--- config.mk ---
export PLATFORM = sky130hd
export DESIGN_NAME = i2s_receiver
export DESIGN_NICKNAME = d
export VERILOG_FILES = /design/src/rtl/i2s_receiver.sv
export SDC_FILE = /design/constraint.sdc
export NUM_CORES = 1
export LEC_CHECK = 0
export BUFFER_PORTS_ARGS = -buffer_cell sky130_fd_sc_hd__buf_2
export CAP_MARGIN = 10
export CORE_MARGIN = 2
export CORE_UTILIZATION = 60
export CTS_BUF_LIST = sky130_fd_sc_hd__clkbuf_8
export DETAILED_ROUTE_END_ITERATION = 12
export HOLD_SLACK_MARGIN = 0.15
export PLACE_DENSITY = 0.84
export SYNTH_ARGS = -nofsm -noshare
export SYNTH_HDL_FRONTEND = slang
export SYNTH_SLANG_ARGS = --single-unit
--- constraint.sdc ---
create_clock -name MCLK -period 2.2 [get_ports MCLK]
set_input_delay 0.44 -clock MCLK [delete_from_list [all_inputs] [get_ports MCLK]]
set_output_delay 0.44 -clock MCLK [all_outputs]
set_load 0.05 [all_outputs]
--- src/rtl/i2s_receiver.sv ---
// I2S bus-master receiver: generates SCLK/LRCLK from MCLK and captures
// left-justified stereo words into a valid/ready output stage.
module i2s_receiver #(
  parameter int BIT_DEPTH = 16,
  parameter int SAMP_RATE = 44100,
  parameter int S_PS      = 100000000 / (4 * SAMP_RATE * BIT_DEPTH)
) (
  input  logic                 MCLK,
  input  logic                 rst_n,
  input  logic                 enable,
  input  logic                 SD,
  output logic                 SCLK,
  output logic                 LRCLK,
  output logic [BIT_DEPTH-1:0] data_l,
  output logic [BIT_DEPTH-1:0] data_r,
  output logic                 valid,
  input  logic                 ready,
  output logic                 overrun
);

  localparam int DIV_W = (S_PS > 1) ? $clog2(S_PS) : 1;
  localparam int CNT_W = (BIT_DEPTH > 1) ? $clog2(BIT_DEPTH) : 1;
  localparam logic [DIV_W-1:0] DIV_LAST = DIV_W'(S_PS - 1);
  localparam logic [CNT_W-1:0] CNT_LAST = CNT_W'(BIT_DEPTH - 1);

  logic [DIV_W-1:0]     div;
  logic [CNT_W-1:0]     bit_cnt;
  logic                 sd_meta;
  logic                 sd_sync;
  logic [BIT_DEPTH-1:0] shift;
  logic [BIT_DEPTH-1:0] hold_l;
  logic                 have_left;
  logic                 lr_pending;

  logic                 tick;
  logic                 rise;
  logic                 fall;
  logic                 word_done;
  logic                 frame_done;
  logic [BIT_DEPTH-1:0] word;

  assign tick       = enable && (div == DIV_LAST);
  assign rise       = tick && !SCLK;
  assign fall       = tick && SCLK;
  assign word       = {shift[BIT_DEPTH-2:0], sd_sync};
  assign word_done  = rise && (bit_cnt == CNT_LAST);
  assign frame_done = word_done && !LRCLK && have_left;

  always_ff @(posedge MCLK or negedge rst_n) begin
    if (!rst_n) begin
      sd_meta <= 1'b0;
      sd_sync <= 1'b0;
    end else begin
      sd_meta <= SD;
      sd_sync <= sd_meta;
    end
  end

  // Bus clocks, bit capture and left-word holding register.
  always_ff @(posedge MCLK or negedge rst_n) begin
    if (!rst_n) begin
      div        <= '0;
      SCLK       <= 1'b0;
      LRCLK      <= 1'b1;
      bit_cnt    <= '0;
      shift      <= '0;
      hold_l     <= '0;
      have_left  <= 1'b0;
      lr_pending <= 1'b0;
    end else if (!enable) begin
      div        <= '0;
      SCLK       <= 1'b0;
      LRCLK      <= 1'b1;
      bit_cnt    <= '0;
      shift      <= '0;
      have_left  <= 1'b0;
      lr_pending <= 1'b0;
    end else begin
      div <= tick ? '0 : div + 1'b1;
      if (tick) SCLK <= !SCLK;
      if (rise) begin
        shift   <= word;
        bit_cnt <= word_done ? '0 : bit_cnt + 1'b1;
      end
      if (word_done) begin
        lr_pending <= 1'b1;
        if (LRCLK) begin
          hold_l    <= word;
          have_left <= 1'b1;
        end else begin
          have_left <= 1'b0;
        end
      end
      if (fall && lr_pending) begin
        LRCLK      <= !LRCLK;
        lr_pending <= 1'b0;
      end
    end
  end

  // The right word completes in the same cycle as the frame, so it is
  // taken straight from the shift path to keep the one-cycle latency.
  always_ff @(posedge MCLK or negedge rst_n) begin
    if (!rst_n) begin
      valid   <= 1'b0;
      data_l  <= '0;
      data_r  <= '0;
      overrun <= 1'b0;
    end else begin
      overrun <= 1'b0;
      if (frame_done) begin
        if (!valid || ready) begin
          data_l <= hold_l;
          data_r <= word;
          valid  <= 1'b1;
        end else begin
          overrun <= 1'b1;
        end
      end else if (valid && ready) begin
        valid <= 1'b0;
      end
    end
  end

endmodule

Word level (Yosys, flattened, before mapping) --
Cells that the tools add are included. Widths: inputs -> output; s select.
Cells by class: add/sub/neg operators 2, eq/ne operators 8, mux-type cells 22, reduce and logical (&&, ||, !) cells 16
Operators with widths (count):
- $mux 15 | 2
- $mux 1 | 15
- $mux 4 | 3
- $mux 6 | 2
- $ne 2x1->1 const B | 5
- $logic_and 1x1->1 | 8
- $add 6x1->6 const B | 1
- $eq 6x6->1 const B | 1
- $add 4x1->4 const B | 1
- $eq 4x4->1 const B | 1
- $reduce_and 2->1 | 2
- $logic_not 1->1 | 3
- $ne 3x1->1 const B | 1
- $reduce_and 3->1 | 1
- $reduce_bool 2->1 | 1
- $logic_or 1x1->1 | 1
Word-level totals: register bits 81, input port bits 5, output and inout bits 36, word-level logic and storage cells 62

Depth between registers and ports, before layout --
depth after elaboration 8, depth in mapped cells 8, mapped depth without buffers 6

Worst setup path before layout --
Ideal clock, no wire load.
path type flip-flop to flip-flop, from register SCLK, to register data_l[10], setup time 0.125 ns, data arrival time 1.753 ns, data required time 2.075 ns, setup slack 0.322 ns, stages on the path, launching flop included 7, buffers on the path 2, clock period less this slack 1.878 ns, path through dfrtp_1 > nor3b_2 > and2_4 > buf_8 > nand2_4 > buf_6 > mux2_4
On the way: word-level cells in the longest chain between the ends 6
Ends and longest elaborated chain:
- start, declared | RTL line 12 | output logic SCLK,
- start signal, assigned | RTL line 80 | if (tick) SCLK <= !SCLK;
- $logic_not 1->1 | RTL line 43 | assign rise = tick && !SCLK;
- $logic_and 1x1->1 | RTL line 43
- $logic_and 1x1->1 | RTL line 46 | assign word_done = rise && (bit_cnt == CNT_LAST);
- $logic_and 1x1->1 (2 in a row) | RTL line 47 | assign frame_done = word_done && !LRCLK && have_left;
- $reduce_and 2->1 (no source line)
- end signal, assigned | RTL line 113 | data_l <= hold_l;
- end, declared | RTL line 14 | output logic [BIT_DEPTH-1:0] data_l,
No other way between the ends. A chain may end at the register's enable or synchronous reset.

Final worst setup path --
from register div[0], to register data_r[12]
On the way: word-level cells in the longest chain between the ends 7
Ends and longest elaborated chain:
- start, declared | RTL line 26 | logic [DIV_W-1:0] div;
- start signal, assigned | RTL line 79 | div <= tick ? '0 : div + 1'b1;
- $eq 6x6->1 | RTL line 42 | assign tick = enable && (div == DIV_LAST);
- $logic_and 1x1->1 | RTL line 42
- $logic_and 1x1->1 | RTL line 43
- $logic_and 1x1->1 | RTL line 46
- $logic_and 1x1->1 (2 in a row) | RTL line 47
- $reduce_and 2->1 (no source line)
- end signal, assigned | RTL line 114 | data_r <= word;
- end, declared | RTL line 15 | output logic [BIT_DEPTH-1:0] data_r,
No other way between the ends.

==> reports/results.ini <==
[global_routing]
grt.total_usage_pct=19.1
grt_max_degree=45
grt_overflow_total=0
grt_pass1_wl_um=9140
first_global_vias=1828
grt_antenna_before_repair=0

[worst_setup_path]
start_kind=flip-flop
endpoint_kind=flip-flop
crit_chain=inv_1 > ha_1 > nor3b_4 > and2_4 > nand2_4 > mux2_4
slowest_stage=mux2_4
cp_max_fo=32
crit_type=reg2reg
path_buf_inv=1
slowest_delay_ns=0.42
critPathTopFamily=simple AND/OR/NAND/NOR gates
crit_required_ns=2.43
cp.arrival_ns=2.28

[placed_design]
preCtsSetupSlack_ns=0.154
dp.cells=351
gp_congestion=0.794
dp_hpwl_um=3710
numPortBuffers=40

[drt]
drtPass1Iterations=5
vias=1972
first_iter_violations=186
via_per_inst=5.36
drt_drc_violations_left=0
ant_nets=0
post_drt_wl_per_cell_um=14.9
wirelength_um=5490

[sta]
worstMarginPinSlew_ns=0.585
fmax_mhz=488
fin_crit_ns=2.05
rsz0062_at_grt=no
layout_worst_path_cycle_share_pct=93.2
slew_headroom_pct=60.9
hold_viol=0
worst_slack_ns=0.150
clock-skew-final_ns=0.00617
setup_viol=0
fin_setup_tns_ns=0
final-max-slew-violation-count=0

[power_and_ir_drop]
power_density_nw_per_um2=693
p_leak_uw=0.00208
vdd_ir_drop_max_uv=394

[synthesis]
synth_warnings=0
syn_avg_cell_area_sq_um=13.9
syn_nets=252
yosysUniqueCellTypes=33
syn_area_sq_um=3400
ys_seq_elements=81
yosysSeqAreaShare_pct=59.6
netlist_instances=244

[cells_and_area]
mostFrequentLayoutCells=dfrtp_1 (80), mux2_4 (40), nand2_1 (39), buf_2 (39), a21oi_1 (18)
drive_above_1_share_pct=39.5
syn2layout_area_growth_pct=14.3
layout.cells.most_common=dfrtp_1
nNetsFinal=299
fill_cells=373
diodes=0
final_cells=368

[floorplan]
floorplan.die.width_um=79.3
ioPinCount=41
die_height_um=79.3
coreArea_sq_um=5510
dieArea_sq_um=6290
initial_core_util_pct=61.8
rows=27

[clocking]
cts-htree-levels=3
cts-root-buf=clkbuf_8
cts_sinks=81
cts-buffers-inserted=9
cts_resized=0
cts_tree=yes
insertion_delay_ns=0.35
cts_buffer_depth=2
cts.clk_slew.worst_paths_ns=0.08

[job]
maxCapViolCount=0

[run_status]
status=completed

[worst_hold_path]
hp-class=in2reg

state kept, by name, summed over array words and instances (netlist names), 4 cells and up:
name,count
bit_cnt,4
hold_l,16
shift,15
data_l,16
div,6
data_r,16
final cells by class:
| type | count | area (sq um) | share of cell area, % |
|---|---|---|---|
| Sequential cell | 81 | 2030 | 52.2 |
| Clock buffer | 12 | 165 | 4.25 |
| Clock inverter | 4 | 50.0 | 1.29 |
| Tap cell | 72 | 90.1 | 2.32 |
| Timing Repair Buffer | 46 | 263 | 6.76 |
| Inverter | 2 | 7.51 | 0.193 |
| Multi-Input combinational cell | 151 | 1280 | 33.0 |
cells by family (layout without fill, tap and decap cells):
group                    count (synthesis)  in the layout  synth area share, %
XOR/XNOR                                 7              7                 1.80
flip-flops                              81             81                 59.6
multiplexers                            48             48                 20.3
buffers and inverters                   12             64                 2.61
AND/OR/NAND/NOR                         70             70                 11.0
adder cells (fa/ha/maj)                  3              3                 1.10
AO/OA/AOI/OAI                           23             23                 3.53
routing by layer:
metal	global-route usage, %	wire length, um
met5	0	0
met4	8.79	99
met3	3.75	246
met2	28.1	2650
met1	27.4	2490
worst paths after layout:
kind | start | to | slack [ns] | cells after the start
setup reg to reg | div[0]$_DFF_PN0_ | data_r[12]$_DFFE_PN0P_ | 0.15 | 6
hold reg to reg | sd_meta$_DFF_PN0_ | sd_sync$_DFF_PN0_ | 0.36 | 0
min in group asynchronous | rst_n | data_l[14]$_DFFE_PN0P_ | 0.62 | 2
max in group asynchronous | rst_n | hold_l[6]$_DFFE_PN0P_ | 0.98 | 3
setup / recovery | div[0]$_DFF_PN0_ | data_r[12]$_DFFE_PN0P_ | 0.15 | 6
hold / removal | SD | sd_meta$_DFF_PN0_ | 0.19 | 1
what timing repair did:
| item | in CTS | in global routing |
|---|---|---|
| endpoints found under the hold margin | 42 | 0 |
| hold buffers | 1 | 0 |
| setup buffers | 0 | 0 |
power by group:
group          switching, uW  internal [uW]
combinational           47.2           19.2
sequential              6.06           1490
clock                    513            615
through the flow:
stage / util (%) / cell area (sq um) / hold WS, ns / power (uW)
2_1_floorplan: - / 3400 / 0.144 / 1550
3_3_place_gp: 66.5 / 3660 / 0.332 / 1590
3_5_place_dp: 66.5 / 3660 / 0.344 / 1600
4_1_cts: 70.6 / 3890 / 0.176 / 2730
5_1_grt: 70.6 / 3890 / 0.176 / 2800
6_report: 70.6 / 3890 / 0.193 / 2690
cell usage after synthesis:
library cell | n | area, sq um
mux2_2 | 8 | 90.1
nor2b_1 | 1 | 6.26
nor4b_4 | 1 | 23.8
and2_1 | 1 | 6.26
buf_6 | 4 | 45.0
nand2b_1 | 1 | 6.26
nand2_1 | 39 | 146
nand2_4 | 1 | 11.3
xor2_1 | 4 | 35.0
nand4_4 | 1 | 21.3
mux2_4 | 40 | 601
and2_4 | 1 | 8.76
nor2_1 | 10 | 37.5
xnor2_1 | 3 | 26.3
nand3_1 | 5 | 25.0
nand4b_1 | 1 | 8.76
or4b_1 | 1 | 10.0
ha_1 | 3 | 37.5
dfrtp_1 | 80 | 2000
nor3b_2 | 1 | 12.5
a311oi_1 | 1 | 8.76
inv_1 | 2 | 7.51
o21ai_0 | 3 | 15.0
nor3b_4 | 1 | 18.8
a21oi_1 | 18 | 90.1
nand4_1 | 3 | 18.8
buf_2 | 2 | 10.0
and3_1 | 1 | 6.26
dfstp_2 | 1 | 26.3
a31oi_1 | 1 | 6.26
clkbuf_1 | 3 | 11.3
buf_8 | 1 | 15.0
nand2_2 | 1 | 6.26
Power figures use the tool's default switching activity.
